<file path="src/rtl/i3c_pkg.sv">
// Shared types for the I3C format sequencer: response status codes,
// sequencer states and the payload length width.
package i3c_pkg;

  localparam int SeqLenWidth = 8;

  typedef enum logic [1:0] {
    SEQ_OK      = 2'd0,
    SEQ_NAK     = 2'd1,
    SEQ_TIMEOUT = 2'd2,
    SEQ_ERR     = 2'd3
  } seq_status_e;

  typedef enum logic [2:0] {
    ST_IDLE,
    ST_ADDR,
    ST_WDATA,
    ST_RCNT,
    ST_WAIT_DONE,
    ST_DRAIN,
    ST_RESP
  } seq_state_e;

  function automatic logic [SeqLenWidth-1:0] sat_inc(input logic [SeqLenWidth-1:0] v);
    return (v == '1) ? v : v + 1'b1;
  endfunction

endpackage

</file>
<file path="src/rtl/i3c_seq_watchdog.sv">
// Wait-state watchdog: down-counter reloaded on clear, expires after Cycles
// enabled cycles. Only instantiated when I3C_SEQ_WATCHDOG_EN is defined.
module i3c_seq_watchdog #(
  parameter int Cycles = 65535
) (
  input  logic clk_i,
  input  logic rst_ni,
  input  logic clr_i,
  input  logic en_i,
  output logic expired_o
);

  localparam int CntW = $clog2(Cycles + 1);
  localparam logic [CntW-1:0] Load = CntW'(Cycles - 1);

  logic [CntW-1:0] cnt_q, cnt_d;

  always_comb begin
    cnt_d = cnt_q;
    if (clr_i) begin
      cnt_d = Load;
    end else if (en_i && (cnt_q != '0)) begin
      cnt_d = cnt_q - 1'b1;
    end
  end

  always_ff @(posedge clk_i or negedge rst_ni) begin
    if (!rst_ni) cnt_q <= Load;
    else         cnt_q <= cnt_d;
  end

  assign expired_o = en_i && (cnt_q == '0);

endmodule

</file>
<file path="src/rtl/i3c_fmt_sequencer.sv">
// Turns one transfer descriptor into format-FIFO entries for the controller
// FSM and returns one response per command. Optional watchdog: I3C_SEQ_WATCHDOG_EN.
//
// state      | meaning
// IDLE       | ready for a command
// ADDR       | presenting address entry with START
// WDATA      | passing TX bytes through as format entries
// RCNT       | presenting read-count entry
// WAIT_DONE  | waiting for bus idle (write) or all read bytes
// DRAIN      | discarding unsent TX bytes after a NAK
// RESP       | holding response until accepted
module i3c_fmt_sequencer
  import i3c_pkg::*;
#(
  parameter int MaxLen         = 255,
  parameter int WatchdogCycles = 65535
) (
  input  logic        clk_i,
  input  logic        rst_ni,
  input  logic        cmd_valid_i,
  output logic        cmd_ready_o,
  input  logic [6:0]  cmd_addr_i,
  input  logic        cmd_rnw_i,
  input  logic [7:0]  cmd_len_i,
  input  logic        cmd_stop_i,
  input  logic        tx_valid_i,
  output logic        tx_ready_o,
  input  logic [7:0]  tx_data_i,
  output logic        fmt_valid_o,
  input  logic        fmt_pop_i,
  output logic [7:0]  fmt_byte_o,
  output logic        fmt_start_o,
  output logic        fmt_stop_o,
  output logic        fmt_read_o,
  output logic        fmt_rcont_o,
  output logic        fmt_nakok_o,
  input  logic        rx_wvalid_i,
  input  logic        event_nak_i,
  input  logic        host_idle_i,
  output logic        resp_valid_o,
  input  logic        resp_ready_i,
  output seq_status_e resp_status_o,
  output logic [7:0]  resp_count_o
);

  localparam logic [SeqLenWidth-1:0] MaxLenB = SeqLenWidth'(MaxLen);

  seq_state_e              state_q, state_d;
  seq_status_e             status_q, status_d;
  logic [6:0]              addr_q, addr_d;
  logic                    rnw_q, rnw_d;
  logic                    stop_q, stop_d;
  logic [SeqLenWidth-1:0]  len_q, len_d;
  logic [SeqLenWidth-1:0]  count_q, count_d;
  logic [SeqLenWidth-1:0]  drain_q, drain_d;
  logic                    pop_hs;
  logic                    wd_expired;

`ifdef I3C_SEQ_WATCHDOG_EN
  i3c_seq_watchdog #(.Cycles(WatchdogCycles)) u_watchdog (
    .clk_i     (clk_i),
    .rst_ni    (rst_ni),
    .clr_i     (state_d != state_q),
    .en_i      ((state_q == ST_WAIT_DONE) || (state_q == ST_DRAIN)),
    .expired_o (wd_expired)
  );
`else
  logic wd_param_unused;
  assign wd_param_unused = ^WatchdogCycles;
  assign wd_expired = 1'b0;
`endif

  assign pop_hs = fmt_pop_i && tx_valid_i;

  always_comb begin
    state_d  = state_q;
    status_d = status_q;
    addr_d   = addr_q;
    rnw_d    = rnw_q;
    stop_d   = stop_q;
    len_d    = len_q;
    count_d  = count_q;
    drain_d  = drain_q;
    unique case (state_q)
      ST_IDLE: begin
        if (cmd_valid_i) begin
          addr_d   = cmd_addr_i;
          rnw_d    = cmd_rnw_i;
          stop_d   = cmd_stop_i;
          len_d    = cmd_len_i;
          count_d  = '0;
          status_d = SEQ_OK;
          if ((cmd_rnw_i && cmd_len_i == '0) || cmd_len_i > MaxLenB) begin
            status_d = SEQ_ERR;
            state_d  = ST_RESP;
          end else begin
            state_d  = ST_ADDR;
          end
        end
      end
      ST_ADDR: begin
        if (event_nak_i) begin
          status_d = SEQ_NAK;
          if (!rnw_q && len_q != '0) begin
            drain_d = len_q;
            state_d = ST_DRAIN;
          end else begin
            state_d = ST_RESP;
          end
        end else if (fmt_pop_i) begin
          if (rnw_q)              state_d = ST_RCNT;
          else if (len_q != '0)   state_d = ST_WDATA;
          else                    state_d = ST_WAIT_DONE;
        end
      end
      ST_WDATA: begin
        // A byte popped in the NAK cycle has left the TX stream, so it counts.
        if (pop_hs) count_d = sat_inc(count_q);
        if (event_nak_i) begin
          status_d = SEQ_NAK;
          if (count_d != len_q) begin
            drain_d = len_q - count_d;
            state_d = ST_DRAIN;
          end else begin
            state_d = ST_RESP;
          end
        end else if (pop_hs && count_d == len_q) begin
          state_d = ST_WAIT_DONE;
        end
      end
      ST_RCNT: begin
        if (event_nak_i) begin
          status_d = SEQ_NAK;
          state_d  = ST_RESP;
        end else if (fmt_pop_i) begin
          state_d  = ST_WAIT_DONE;
        end
      end
      ST_WAIT_DONE: begin
        if (rnw_q && rx_wvalid_i) count_d = sat_inc(count_q);
        if (event_nak_i) begin
          status_d = SEQ_NAK;
          state_d  = ST_RESP;
        end else if (rnw_q ? (count_d == len_q) : host_idle_i) begin
          status_d = SEQ_OK;
          state_d  = ST_RESP;
        end else if (wd_expired) begin
          status_d = SEQ_TIMEOUT;
          state_d  = ST_RESP;
        end
      end
      ST_DRAIN: begin
        if (tx_valid_i) begin
          drain_d = drain_q - 1'b1;
          if (drain_q == 8'd1) state_d = ST_RESP;
        end
        if (wd_expired && state_d == ST_DRAIN) begin
          status_d = SEQ_TIMEOUT;
          state_d  = ST_RESP;
        end
      end
      ST_RESP: begin
        if (resp_ready_i) state_d = ST_IDLE;
      end
      default: state_d = ST_IDLE;
    endcase
  end

  always_ff @(posedge clk_i or negedge rst_ni) begin
    if (!rst_ni) begin
      state_q  <= ST_IDLE;
      status_q <= SEQ_OK;
      addr_q   <= '0;
      rnw_q    <= 1'b0;
      stop_q   <= 1'b0;
      len_q    <= '0;
      count_q  <= '0;
      drain_q  <= '0;
    end else begin
      state_q  <= state_d;
      status_q <= status_d;
      addr_q   <= addr_d;
      rnw_q    <= rnw_d;
      stop_q   <= stop_d;
      len_q    <= len_d;
      count_q  <= count_d;
      drain_q  <= drain_d;
    end
  end

  // Outputs decode the registered state; only WDATA passes TX through.
  always_comb begin
    cmd_ready_o  = 1'b0;
    tx_ready_o   = 1'b0;
    fmt_valid_o  = 1'b0;
    fmt_byte_o   = '0;
    fmt_start_o  = 1'b0;
    fmt_stop_o   = 1'b0;
    fmt_read_o   = 1'b0;
    fmt_rcont_o  = 1'b0;
    resp_valid_o = 1'b0;
    unique case (state_q)
      ST_IDLE:  cmd_ready_o = 1'b1;
      ST_ADDR: begin
        fmt_valid_o = 1'b1;
        fmt_byte_o  = {addr_q, rnw_q};
        fmt_start_o = 1'b1;
        fmt_stop_o  = stop_q && !rnw_q && (len_q == '0);
      end
      ST_WDATA: begin
        fmt_valid_o = tx_valid_i;
        fmt_byte_o  = tx_data_i;
        tx_ready_o  = fmt_pop_i;
        fmt_stop_o  = stop_q && (count_q == len_q - 1'b1);
      end
      ST_RCNT: begin
        fmt_valid_o = 1'b1;
        fmt_byte_o  = len_q;
        fmt_read_o  = 1'b1;
        fmt_stop_o  = stop_q;
        fmt_rcont_o = !stop_q;
      end
      ST_DRAIN: tx_ready_o   = 1'b1;
      ST_RESP:  resp_valid_o = 1'b1;
      default: ;
    endcase
  end

  assign fmt_nakok_o   = 1'b0;
  assign resp_status_o = status_q;
  assign resp_count_o  = count_q;

endmodule

</file>
<file path="config.mk">
export PLATFORM = sky130hd
export DESIGN_NAME = i3c_fmt_sequencer
export DESIGN_NICKNAME = d
export VERILOG_FILES = /design/src/rtl/i3c_pkg.sv /design/src/rtl/i3c_seq_watchdog.sv /design/src/rtl/i3c_fmt_sequencer.sv
export SDC_FILE = /design/constraint.sdc
export NUM_CORES = 1
export LEC_CHECK = 0
export ABC_CLOCK_PERIOD_IN_PS = 3400
export BUFFER_PORTS_ARGS = -buffer_cell sky130_fd_sc_hd__buf_2
export CAP_MARGIN = 20
export CORE_MARGIN = 3
export CORE_UTILIZATION = 40
export DETAILED_ROUTE_END_ITERATION = 12
export PLACE_DENSITY = 0.6
export SLEW_MARGIN = 10
export SYNTH_ARGS = -nofsm -noshare
export SYNTH_HDL_FRONTEND = slang
export SYNTH_SLANG_ARGS = --single-unit
</file>
<file path="constraint.sdc">
create_clock -name clk_i -period 3.4 [get_ports clk_i]
set_input_delay 0.17 -clock clk_i [delete_from_list [all_inputs] [get_ports clk_i]]
set_output_delay 0.17 -clock clk_i [all_outputs]
set_load 0.02 [all_outputs]
</file>
==> Yosys cells after proc, flatten, opt, wreduce, memory -nomap -nowiden <==
Cells that the tools add are included.
{ "totals": {"ff_bits": 38, "input_bits": 34, "out_inout_bits": 27, "elab_cells": 110} }
{ "classes": {"add_sub_neg": 4, "n_lt_le_gt_ge": 1, "eq_ne": 25, "mux": 47, "n_reduce_logical": 25} }
{ "ops": {"columns": ["cell", "n"], "rows": [
  ["2-to-1 mux 8 bit", 11],
  ["one-hot mux 8 bit (3 select lines)", 3],
  ["2-to-1 mux 3 bit", 15],
  ["== test 8 bit", 3],
  ["one-hot mux 3 bit (7 select lines)", 1],
  ["zero test 8 bit", 2],
  ["!= test 2 bit (second input constant)", 8],
  ["subtractor 8 x 1 -> 8 bit (second input constant)", 2],
  ["2-to-1 mux 2 bit", 7],
  ["!= test 3 bit (second input constant)", 4],
  ["== test 3 bit (second input constant)", 3],
  ["nonzero test 3 bit", 3],
  ["adder 8 x 1 -> 8 bit (second input constant)", 1],
  ["== test 8 x 1 -> 1 bit (second input constant)", 1],
  ["== test 8 bit (second input constant)", 1],
  ["> comparator 8 bit (second input constant)", 1],
  ["logical AND 1 bit", 8],
  ["!= test 8 bit", 1],
  ["AND reduction 8 bit", 1],
  ["nonzero test 8 bit", 1],
  ["subtractor 8 bit", 1],
  ["== test 3 x 2 -> 1 bit (second input constant)", 2],
  ["2-to-1 mux 1 bit", 6],
  ["one-hot mux 2 bit (3 select lines)", 1],
  ["other kinds (12)", 15]
]} }

==> Longest topological paths before layout <==
Gate-level depths: netlist of run 1.
{ "logic_depth": {"word_depth": 9, "ltp_mapped": 16, "depth_no_buf": 15} }

==> Worst setup path after synthesis of run 1 <==
OpenSTA, ideal clock, no wires.
{ "synth_path": {"path_type": "flip-flop to flip-flop", "start": "register count_q[0], in the netlist resp_count_o[0]", "end": "register drain_q[6]", "setup_time_ps": 129, "arrival_ps": 3230, "t_required_ps": 3271, "slack_ps": 41, "path_stages_with_launch": 17, "path_buffers": 1, "synth_period_minus_slack_ps": 3359, "cell_sequence": "dfrtp_1 > ha_1 > buf_4 > nand4_4 > nor2_1 > nor2_1 > xor2_1 > ha_1 > inv_1 > fa_1 > a21o_1 > a21o_1 > a21o_1 > a21oi_1 > xnor2_1 > a221oi_1 > a21oi_1"} }
{ "synth_via": {"elab_chain_cells": 8, "word_cells_on_any_way": 12, "cone_classes": "add/sub: 2; eq/ne: 3; mux: 6; reduce/logical: 1"} }
{ "synth_lines": {"columns": ["element", "line_no", "rtl"], "rows": [
  ["start, declared", "i3c_fmt_sequencer.sv:54", "logic [SeqLenWidth-1:0] count_q, count_d;"],
  ["start signal, assigned", "i3c_fmt_sequencer.sv:186", "count_q <= count_d;"],
  ["adder 8 x 1 -> 8 bit / == test 8 bit (equally long branches)", "i3c_pkg.sv:25", "return (v == '1) ? v : v + 1'b1;"],
  ["2-to-1 mux 8 bit", "i3c_pkg.sv:25", null],
  ["2-to-1 mux 8 bit (*)", "i3c_fmt_sequencer.sv:118", "if (pop_hs) count_d = sat_inc(count_q);"],
  ["2-to-1 mux 8 bit (*)", "i3c_fmt_sequencer.sv:84", "unique case (state_q)"],
  ["subtractor 8 bit", "i3c_fmt_sequencer.sv:122", "drain_d = len_q - count_d;"],
  ["2-to-1 mux 8 bit", "i3c_fmt_sequencer.sv:121", "if (count_d != len_q) begin"],
  ["2-to-1 mux 8 bit", "i3c_fmt_sequencer.sv:119", "if (event_nak_i) begin"],
  ["one-hot mux 8 bit (3 select lines)", "i3c_fmt_sequencer.sv:84", null],
  ["end signal, assigned", "i3c_fmt_sequencer.sv:187", "drain_q <= drain_d;"],
  ["end, declared", "i3c_fmt_sequencer.sv:55", "logic [SeqLenWidth-1:0] drain_q, drain_d;"]
]} }
Mark *: on every way between the ends. The rest lies on a longest branch, timed or not. The select of a mux whose other input is x is not followed.
A chain may end at the register's enable or synchronous reset.

==> Worst setup path after layout of run 1 <==
Same ends and word-level chain as after synthesis.

==> results of run 1 <==
-- path summary, 6_finish.rpt --
path | slack [ns] | cells past startpoint | endpoint
hold / removal | -0.0006 | 1 | resp_count_o[6]
hold reg to reg | 0.51 | 1 | addr_q[3]
setup / recovery | 0.23 | 15 | drain_q[6]
max in group asynchronous | 2.82 | 1 | len_q[0]
setup reg to reg | 0.23 | 15 | drain_q[6]
min in group clk_i | 0.10 | 3 | len_q[7]
-- worst max-delay path: stages (launching register included) --
cell	delay, ns
dfrtp_1	0.39
ha_1	0.25
nand4_4	0.13
nor2_1	0.07
nor2_1	0.19
xor2_1	0.19
ha_1	0.16
inv_1	0.06
fa_1	0.40
a21o_1	0.20
a21o_1	0.19
a21o_1	0.18
a21oi_1	0.16
xnor2_1	0.08
a221oi_1	0.25
a21oi_1	0.10
-- synthesized netlist by cell type, drive strengths merged (2+ instances only) --
master / instances / area, µm²
nand4: 5 / 46.29
o31ai: 3 / 27.52
and2: 3 / 22.53
nor2b: 4 / 25.02
dfrtp: 38 / 950.9
a211oi: 2 / 15.01
nand2: 26 / 97.59
clkbuf: 10 / 47.54
nor2: 71 / 266.5
or4: 2 / 18.77
a22oi: 2 / 15.01
o21ai: 25 / 136.4
a2111oi: 3 / 38.79
mux2: 16 / 180.2
or2: 2 / 12.51
nor3: 14 / 80.08
nand4b: 2 / 17.52
xor2: 12 / 105.1
nand2b: 4 / 25.02
and3: 4 / 25.02
o22ai: 4 / 25.02
o211ai: 4 / 35.03
a21oi: 35 / 178.9
nand3: 12 / 70.07
xnor2: 18 / 176.4
a21o: 6 / 45.04
a221oi: 6 / 52.55
mux2i: 14 / 140.1
ha: 12 / 150.1
nand3b: 2 / 15.01
a31oi: 11 / 68.82
inv: 11 / 41.29
nor4: 5 / 31.28
buf: 19 / 153.9
-- per-stage QoR --
step	setup slack, ns	instance area, µm²	instances	hold slack, ns	setup TNS (ns)
3_3_place_gp	0.2985	3894	580	0.3489	0
6_report	0.2268	4038	588	-0.0005718	0
3_5_place_dp	0.2538	3894	580	0.3531	0
4_1_cts	0.1839	4036	588	0.02675	0
2_1_floorplan	0.04103	3526	426	-0.1256	0
5_1_grt	-0.002846	4038	588	0.06625	-0.002846
-- report_power, final --
group / internal, µW / total, µW / leakage, µW / switching, µW
Clock: 313 / 492 / 0.0000714 / 179
Combinational: 937 / 2240 / 0.00120 / 1300
Sequential: 638 / 897 / 0.000467 / 260
-- area by class of cell --
class,instances,area share (%)
clock buffer,6,2.045
clock inverter,2,1.487
inverter,12,1.116
multi-input combinational,347,57.70
sequential,38,23.55
tap,105,3.254
timing repair buffer,78,10.85
-- state kept, by name, summed over array words and instances (netlist names) --
| register | count |
|---|---|
| addr_q | 7 |
| stop_q | 1 |
| len_q | 8 |
| resp_count_o | 8 |
| drain_q | 8 |
| rnw_q | 1 |
| resp_status_o | 2 |
| state_q | 3 |
-- logic make-up after synthesis --
family,after synthesis
multiplexers,30
flip-flops,38
other,1
AO/OA/AOI/OAI,111
buffers and inverters,41
adder cells (fa/ha/maj),13
AND/OR/NAND/NOR,162
XOR/XNOR,30
-- per-layer routing --
| layer | routed length (µm) | up-vias | track usage, % |
|---|---|---|---|
| li1 | - | 1637 | - |
| met1 | 4708 | 1571 | 28.51 |
| met3 | 633 | 10 | 3.266 |
| met2 | 4934 | 141 | 36.17 |
| met5 | 0 | - | 0 |
| met4 | 124 | 0 | 4.937 |
==> run summary, run 1 <==
Compound-Gate Fraction of Synth Area = 21.33%
post_cts resized = 0
DIE AREA = 9977 µm²
GP Congestion = 0.9391
hold_ws = -0.0005718 ns
Worst EP arrival = 3.33 ns
Hold Buf Count CTS = 0
Post-CTS Setup Repair Bufs = 0
Leak = 0.001735 µW
Multi-input gate area = 2330 µm²
xor/xnor share of the synthesized area = 7.984%
Sink Count = 38
largest net degree at the start of global routing = 39
CTS Buffer Depth = 2
post-synthesis average cell area = 8.277 µm²
MaxCap Viol Count = 0
first-pass GRT wire length = 16,910 µm
RSZ-0062 raised after global routing = yes
Final #Nets = 529
failing checks = hold timing
Seq cells post-synth = 38
status = finished, violations left
Detailed Route WL = 10,400 µm
GRT Total Usage = 21.29%
worst vdd ir = 0.4011 mV
initial antenna violation count = 0
drt via density = 5.713
min-delay worst type = in2async
top_reg_cell synth = dfrtp_1
clock latency on the worst-skew pair = 0.30 ns
Setup Viol. Count Final = 0
sequential element share of the synthesized area = 26.97%
min Tclk post-route = 3.173 ns
reg-to-reg startpoint = resp_count_o[0]
ant diodes = 0
Synth Area in Simple Gates = 22.71%
PwrDens = 899.2 nW/µm²
CP max FO = 3
Synth async-reset ratio = 100.0%
utilization after layout = 48.17%
CP Class = reg2reg
clock skew = 0.01111 ns
Final Cycle Share = 93.33%
CP startpoint kind = flip-flop
# rows = 33
H-Tree Depth = 2
max_slew headroom = 38.95%
HPWL after DPL = 8017 µm
core area = 8382 µm²
register area = 950.9 µm²
multiplexer area fraction after synthesis = 9.084%
Syn-to-layout area delta = 14.51%
drt pass-1 iters = 5
Post-synth EDFFs = 0
Syn Inst Count = 426
post-synthesis adder-cell area fraction = 4.826%
Warnings, synthesis = 0
die width = 99.89 µm
CTS Root Cell = clkbuf_8
DR DRC count = 0
final hold viol count = 2
wire per inst = 17.69 µm
vias in the first global route = 3,305
share of layout cells above drive strength 1 = 25.26%
DR vias = 3,359
FILL cells = 842
Die Ht = 99.89 µm
Critical Path Start = resp_count_o[0]
nature of the critical path endpoint = flip-flop
Final Power = 3631 µW
Starting Density = 42.07%
IO buf count = 59
Overflow after GRT = 0
CTS buffer count = 5
critical path data required time = 3.56 ns
Starting DRT DRC Count = 269
Clock transition at path regs = 0.09 ns
library cells used by synthesis = 70
most common cell after layout, fill and taps aside = nor2_1
Slew Limit Fails = 0
Ports = 61
commonest non-fill, non-tap cells in the layout = nor2_1 (71), buf_2 (59), dfrtp_1 (38)
Post-Syn Area = 3526 µm²
CTS tree = built
Slew @ Worst Pin = 0.9158 ns
Peak Freq = 315.1 MHz
main combinational cell family by area after synthesis = simple AND/OR/NAND/NOR gates
synthesized net count = 473
ANT nets after route = 0
Power figures use the tool's default switching activity.
==> inputs of run 2 (changes only) <==
Settings changed: ABC_AREA from default to 0, HOLD_SLACK_MARGIN from default to 0.12.
==> run summary, run 2 (same netlist as run 1, synthesis figures left out) <==
status = finished, final reports clean
HPWL after DPL = 8017 µm (unchanged)
Post-CTS Setup Repair Bufs = 0 (unchanged)
DIE AREA = 9977 µm² (unchanged)
MaxCap Viol Count = 0 (unchanged)
DR DRC count = 0 (unchanged)
worst vdd ir = 0.4014 mV (about the same)
Multi-input gate area = 2330 µm² (unchanged)
drt via density = 5.648 (-1.1%)
critical path data required time = 3.56 ns (about the same)
nature of the critical path endpoint = flip-flop
max_slew headroom = 38.03% (-0.92 points)
first-pass GRT wire length = 17,180 µm (+1.6%)
share of layout cells above drive strength 1 = 24.65% (-0.61 points)
Sink Count = 38 (unchanged)
DR vias = 3,389 (+0.89%)
CTS Buffer Depth = 2 (unchanged)
CTS buffer count = 5 (unchanged)
most common cell after layout, fill and taps aside = nor2_1
Final #Nets = 541 (+2.3%)
CTS Root Cell = clkbuf_8
GRT Total Usage = 21.60% (+0.31 points)
CP max FO = 3 (unchanged)
R2R depth = 15 (unchanged)
Syn-to-layout area delta = 17.92%
Slew Limit Fails = 0 (unchanged)
FILL cells = 834 (-0.95%)
Starting DRT DRC Count = 295 (+9.7%)
utilization after layout = 49.60% (+1.4 points)
Ports = 61 (unchanged)
wire per inst = 17.57 µm (-0.70%)
ant diodes = 0 (unchanged)
Leak = 0.001785 µW (+2.9%)
Final Cycle Share = 93.34% (about the same)
Detailed Route WL = 10,540 µm (+1.3%)
FF-to-FF End = drain_q[6]
vias in the first global route = 3,365 (+1.8%)
Worst EP arrival = 3.33 ns (about the same)
Overflow after GRT = 0 (unchanged)
ANT nets after route = 0 (unchanged)
drt pass-1 iters = 5 (unchanged)
RSZ-0062 raised after global routing = yes
Clock transition at path regs = 0.09 ns (about the same)
min-delay worst type = in2reg
PwrDens = 875.5 nW/µm² (-2.6%)
min Tclk post-route = 3.173 ns (+0.0002490 ns)
Setup Viol. Count Final = 0 (unchanged)
final std cells w/o fill = 600 (+2.0%)
initial antenna violation count = 0 (unchanged)
CP startpoint kind = flip-flop
CP Class = reg2reg
Final Instance Area = 4158 µm² (+3.0%)
H-Tree Depth = 2 (unchanged)
Critical Path Start = resp_count_o[0]
Placed Area = 3894 µm² (unchanged)
# rows = 33 (unchanged)
final hold viol count = 0 (-2)
GP Congestion = 0.9391 (unchanged)
Die Ht = 99.89 µm (unchanged)
worst slack, placed = 0.2538 ns (unchanged)
register area = 950.9 µm² (unchanged)
reg-to-reg startpoint = resp_count_o[0]
clock latency on the worst-skew pair = 0.30 ns (about the same)
total placed cells including tap cells = 580 (unchanged)
die width = 99.89 µm (unchanged)
hold path start = cmd_len_i[6]
Critical Path End = drain_q[6]
core area = 8382 µm² (unchanged)
Final WS setup = 0.2265 ns (-0.0002490 ns)
Slew @ Worst Pin = 0.9296 ns (+0.01383 ns)
largest net degree at the start of global routing = 39 (unchanged)
flop-to-flop setup slack = 0.23 ns (about the same)
IO buf count = 59 (unchanged)
CTS tree = built
Starting Density = 42.07% (unchanged)
clock skew = 0.01206 ns (+0.0009503 ns)
Peak Freq = 315.1 MHz (about the same)
commonest non-fill, non-tap cells in the layout = nor2_1 (71), buf_2 (59), dfrtp_1 (38)
==> run 2: changes by cell type in the layout (fill, tap and decap cells not counted), sizes merged <==
cell         before  now
dlygate4sd3       0   12
==> run 2: final cells by class <==
class / count / area share, %
well taps: 105 / 3.160
inverters: 12 / 1.083
flip-flops and latches: 38 / 22.87
clock inverters: 2 / 1.444
multi-input cells: 347 / 56.03
clock buffers: 6 / 1.986
repair buffers: 90 / 13.42
==> run 2: repair_timing <==
| action | 4_1_cts | 5_1_grt |
|---|---|---|
| setup endpoints to repair | 0 | 3 |
| hold endpoints to repair | 49 | 0 |
| gates resized for setup | 0 | 1 |
| hold buffers | 12 | 0 |
==> run 2: worst min path at each step <==
stage                  endpoint  depth (start not counted)
2_1_floorplan         addr_q[0]                          0
3_3_place_gp   resp_status_o[1]                          1
3_5_place_dp   resp_status_o[1]                          1
4_1_cts                len_q[3]                          2
5_1_grt                len_q[3]                          2
6_report               len_q[6]                          2
==> run 2: per-layer routing <==
layer / share of wire, % / track usage (%)
met5: 0 / 0
met1: 45 / 28.70
met4: 1.2 / 5.042
met3: 5.3 / 3.197
met2: 48 / 37.04
==> run 2: stage by stage <==
stage / power [µW] / TNS [ns] / hold slack, ns
after floorplan: 2563 / 0 / -0.1256
after global placement: 3089 / 0 / 0.3489
after detailed placement: 3124 / 0 / 0.3531
after CTS: 3639 / 0 / 0.1209
after global routing: 3921 / -0.002846 / 0.1274
final: 3640 / 0 / 0.1235
==> run 2: worst max-delay path: stages, from the launching register on <==
cell and delay (ns):
dfrtp_1 0.39, ha_1 0.25, nand4_4 0.13, nor2_1 0.07
nor2_1 0.20, xor2_1 0.19, ha_1 0.16, inv_1 0.06
fa_1 0.40, a21o_1 0.20, a21o_1 0.19, a21o_1 0.18
a21oi_1 0.16, xnor2_1 0.08, a221oi_1 0.25, a21oi_1 0.10
==> run 2: report_power, final <==
group          total (µW)  leakage, µW  switching, µW  internal [µW]
sequential            897     0.000467            259            638
combinational        2250      0.00125           1300            946
clock                 493    0.0000714            180            313
==> inputs of run 3 (changes only) <==
Settings changed: ABC_AREA 0 to 1, PLACE_DENSITY 0.6 to 0.59.
==> run summary, run 3 <==
Sink Count = 38 (unchanged)
GP Congestion = 0.9504 (+1.2%)
final hold viol count = 0 (unchanged)
Slew @ Worst Pin = 0.8985 ns (-0.03109 ns)
MaxCap Viol Count = 0 (unchanged)
post-synthesis average cell area = 7.132 µm² (-14%)
Synth Area in Simple Gates = 37.49% (+15 points)
Warnings, synthesis = 0 (unchanged)
Synth top area share = 26.45% (-0.52 points)
first-pass GRT wire length = 18,230 µm (+6.1%)
cell with the largest stage delay on the worst path = dfrtp_1
Syn Inst Count = 504 (+18%)
main combinational cell family by area after synthesis = simple AND/OR/NAND/NOR gates
core area = 8464 µm² (+0.99%)
setup_tns = 0 ns (unchanged)
CP max FO = 11 (+8)
synthesized net count = 551 (+16%)
Syn-to-layout area delta = 15.49%
CTS Root Cell = clkbuf_8
post-synthesis adder-cell area fraction = 4.734% (-0.092 points)
critical path's largest stage delay = 0.39 ns (about the same)
drt via density = 5.509 (-2.5%)
multiplexer area fraction after synthesis = 2.506% (-6.6 points)
die width = 100.8 µm (+0.92%)
Final Cycle Share = 90.25% (-3.1 points)
Peak Freq = 325.9 MHz (+3.4%)
min Tclk post-route = 3.069 ns (-0.1050 ns)
xor/xnor share of the synthesized area = 3.898% (-4.1 points)
initial antenna violation count = 0 (unchanged)
CTS buffer count = 5 (unchanged)
Slew Limit Fails = 0 (unchanged)
Post-Syn Area = 3595 µm² (+2.0%)
largest delay contributor family on the critical path = simple AND/OR/NAND/NOR gates
CP Class = reg2reg
HPWL after DPL = 8350 µm (+4.2%)
commonest non-fill, non-tap cells in the layout = nand2_1 (128), buf_2 (59), inv_1 (44)
Post-synth EDFFs = 0 (unchanged)
CTS tree = built
dominant cells by area after synthesis = dfrtp_1 (26%), nand2_1 (13%), nand3_1 (5.4%)
library cells used by synthesis = 50 (-29%)
sequential element share of the synthesized area = 26.45% (-0.52 points)
worst vdd ir = 0.4641 mV (+16%)
Ports = 61 (unchanged)
drt pass-1 iters = 5 (unchanged)
GRT Total Usage = 22.70% (+1.1 points)
min-delay worst type = in2reg
Starting Density = 42.47% (+0.40 points)
utilization after layout = 49.05% (-0.56 points)
max_slew headroom = 40.10% (+2.1 points)
H-Tree Depth = 2 (unchanged)
Final #Nets = 613 (+13%)
share of layout cells above drive strength 1 = 25.40% (+0.75 points)
ANT nets after route = 0 (unchanged)
PwrDens = 967.5 nW/µm² (+11%)
CTS Buffer Depth = 2 (unchanged)
DR vias = 3,702 (+9.2%)
Detailed Route WL = 11,030 µm (+4.7%)
clock skew = 0.01618 ns (+0.004124 ns)
crit path buf inv count = 1 (unchanged)
Post-CTS Setup Repair Bufs = 0 (unchanged)
Die Ht = 100.8 µm (+0.92%)
Worst EP arrival = 3.26 ns (-0.07 ns)
clock latency on the worst-skew pair = 0.31 ns (about the same)
IO buf count = 59 (unchanged)
critical path data required time = 3.59 ns (+0.03 ns)
CP cell instances = ha_1 -> nand2_2 -> nor2_4 -> nand2_2 -> nand2_1 -> a31oi_1 -> ha_1 -> inv_1 -> fa_1 -> nand2_1 -> o21ai_0 -> nand2_1 -> nand2_1 -> a21oi_1 -> a21oi_1 -> o21ai_0 -> o211ai_1 -> nand2_1 -> nand2_1
nature of the critical path endpoint = flip-flop
FILL cells = 824 (-1.2%)
Synth top cells by count = nand2_1 (128), inv_1 (44), nand3_1 (39)
Setup Viol. Count Final = 0 (unchanged)
Clock transition at path regs = 0.10 ns (about the same)
DR DRC count = 0 (unchanged)
Synth async-reset ratio = 100.0% (unchanged)
ant diodes = 0 (unchanged)
DIE AREA = 10,160 µm² (+1.8%)
Leak = 0.002042 µW (+14%)
most common cell after layout, fill and taps aside = nand2_1
Starting DRT DRC Count = 255 (-14%)
Most common cell on crit path = nand2_1
largest net degree at the start of global routing = 39 (unchanged)
vias in the first global route = 3,531 (+4.9%)
dominant cell type by area after synthesis = dfrtp_1
Compound-Gate Fraction of Synth Area = 15.14% (-6.2 points)
status = finished, final reports clean
RSZ-0062 raised after global routing = no
most frequent cell after synthesis = nand2_1
top_reg_cell synth = dfrtp_1
Overflow after GRT = 0 (unchanged)
CP startpoint kind = flip-flop
final std cells w/o fill = 672 (+12%)
total placed cells including tap cells = 655 (+13%)
wire per inst = 16.42 µm (-6.5%)
Seq cells post-synth = 38 (unchanged)
# rows = 33 (unchanged)
## run 3: metal layers
layer / share of wire [%] / wire length [µm] / track usage (%) / vias to the layer above
li1: - / - / - / 1814
met1: 45 / 4929 / 30.78 / 1739
met2: 48 / 5272 / 38.03 / 133
met3: 6.0 / 663 / 3.045 / 16
met4: 1.5 / 166 / 5.699 / 0
met5: 0 / 0 / 0 / -
## run 3: worst reg2reg max path, delay by kind of cell (launching register included)
family / cells / cell delay [ns]
AO/OA/AOI/OAI: 6 / 0.73
adder cells (fa/ha/maj): 3 / 0.83
buffers and inverters: 1 / 0.06
flip-flops: 1 / 0.39
AND/OR/NAND/NOR: 9 / 0.93
## run 3: path summary, 6_finish.rpt
kind | startpoint | end | slack, ns | cells past startpoint
max | resp_count_o[0] | drain_q[6] | 0.33 | 19
min | cmd_len_i[0] | len_q[0] | 0.13 | 3
min in group asynchronous | rst_ni | resp_count_o[3] | 0.52 | 2
max in group asynchronous | rst_ni | addr_q[4] | 2.30 | 2
max reg2reg | resp_count_o[0] | drain_q[6] | 0.33 | 19
min reg2reg | resp_status_o[0] | resp_status_o[0] | 0.48 | 2
## run 3: where the power goes
group / internal, µW / switching (µW)
combinational: 919 / 1620
clock: 314 / 192
sequential: 654 / 322
total: 1890 / 2130
## run 3: cell type report
type                    count  area, µm²  share of cell area, %
clock buffers               6      82.58                  1.989
clock inverters             2      60.06                  1.447
inverters                  51      192.7                  4.641
multi-input cells         395       2296                  55.30
flip-flops and latches     38      950.9                  22.91
well taps                 105      131.4                  3.165
repair buffers             75      437.9                  10.55
## run 3: repair_timing
action / CTS / global route
hold buffers: 9 / 0
resized for setup: 0 / 0
hold endpoints to repair: 46 / 0
## run 3: cells by family after synthesis
group	count (synthesis)
AO/OA/AOI/OAI	85
XOR/XNOR	16
adder cells (fa/ha/maj)	13
buffers and inverters	71
flip-flops	38
multiplexers	8
other	1
AND/OR/NAND/NOR	272
## run 3: per-stage QoR
step	power (µW)	cell area (µm²)	worst slack [ns]	hold slack, ns
2_1_floorplan	2838	3595	0.5102	-0.1256
3_3_place_gp	3466	3919	0.4388	0.3457
3_5_place_dp	3480	3919	0.3896	0.3523
4_1_cts	4005	4151	0.3555	0.1265
5_1_grt	4378	4151	0.05461	0.1510
6_report	4017	4151	0.3315	0.1253
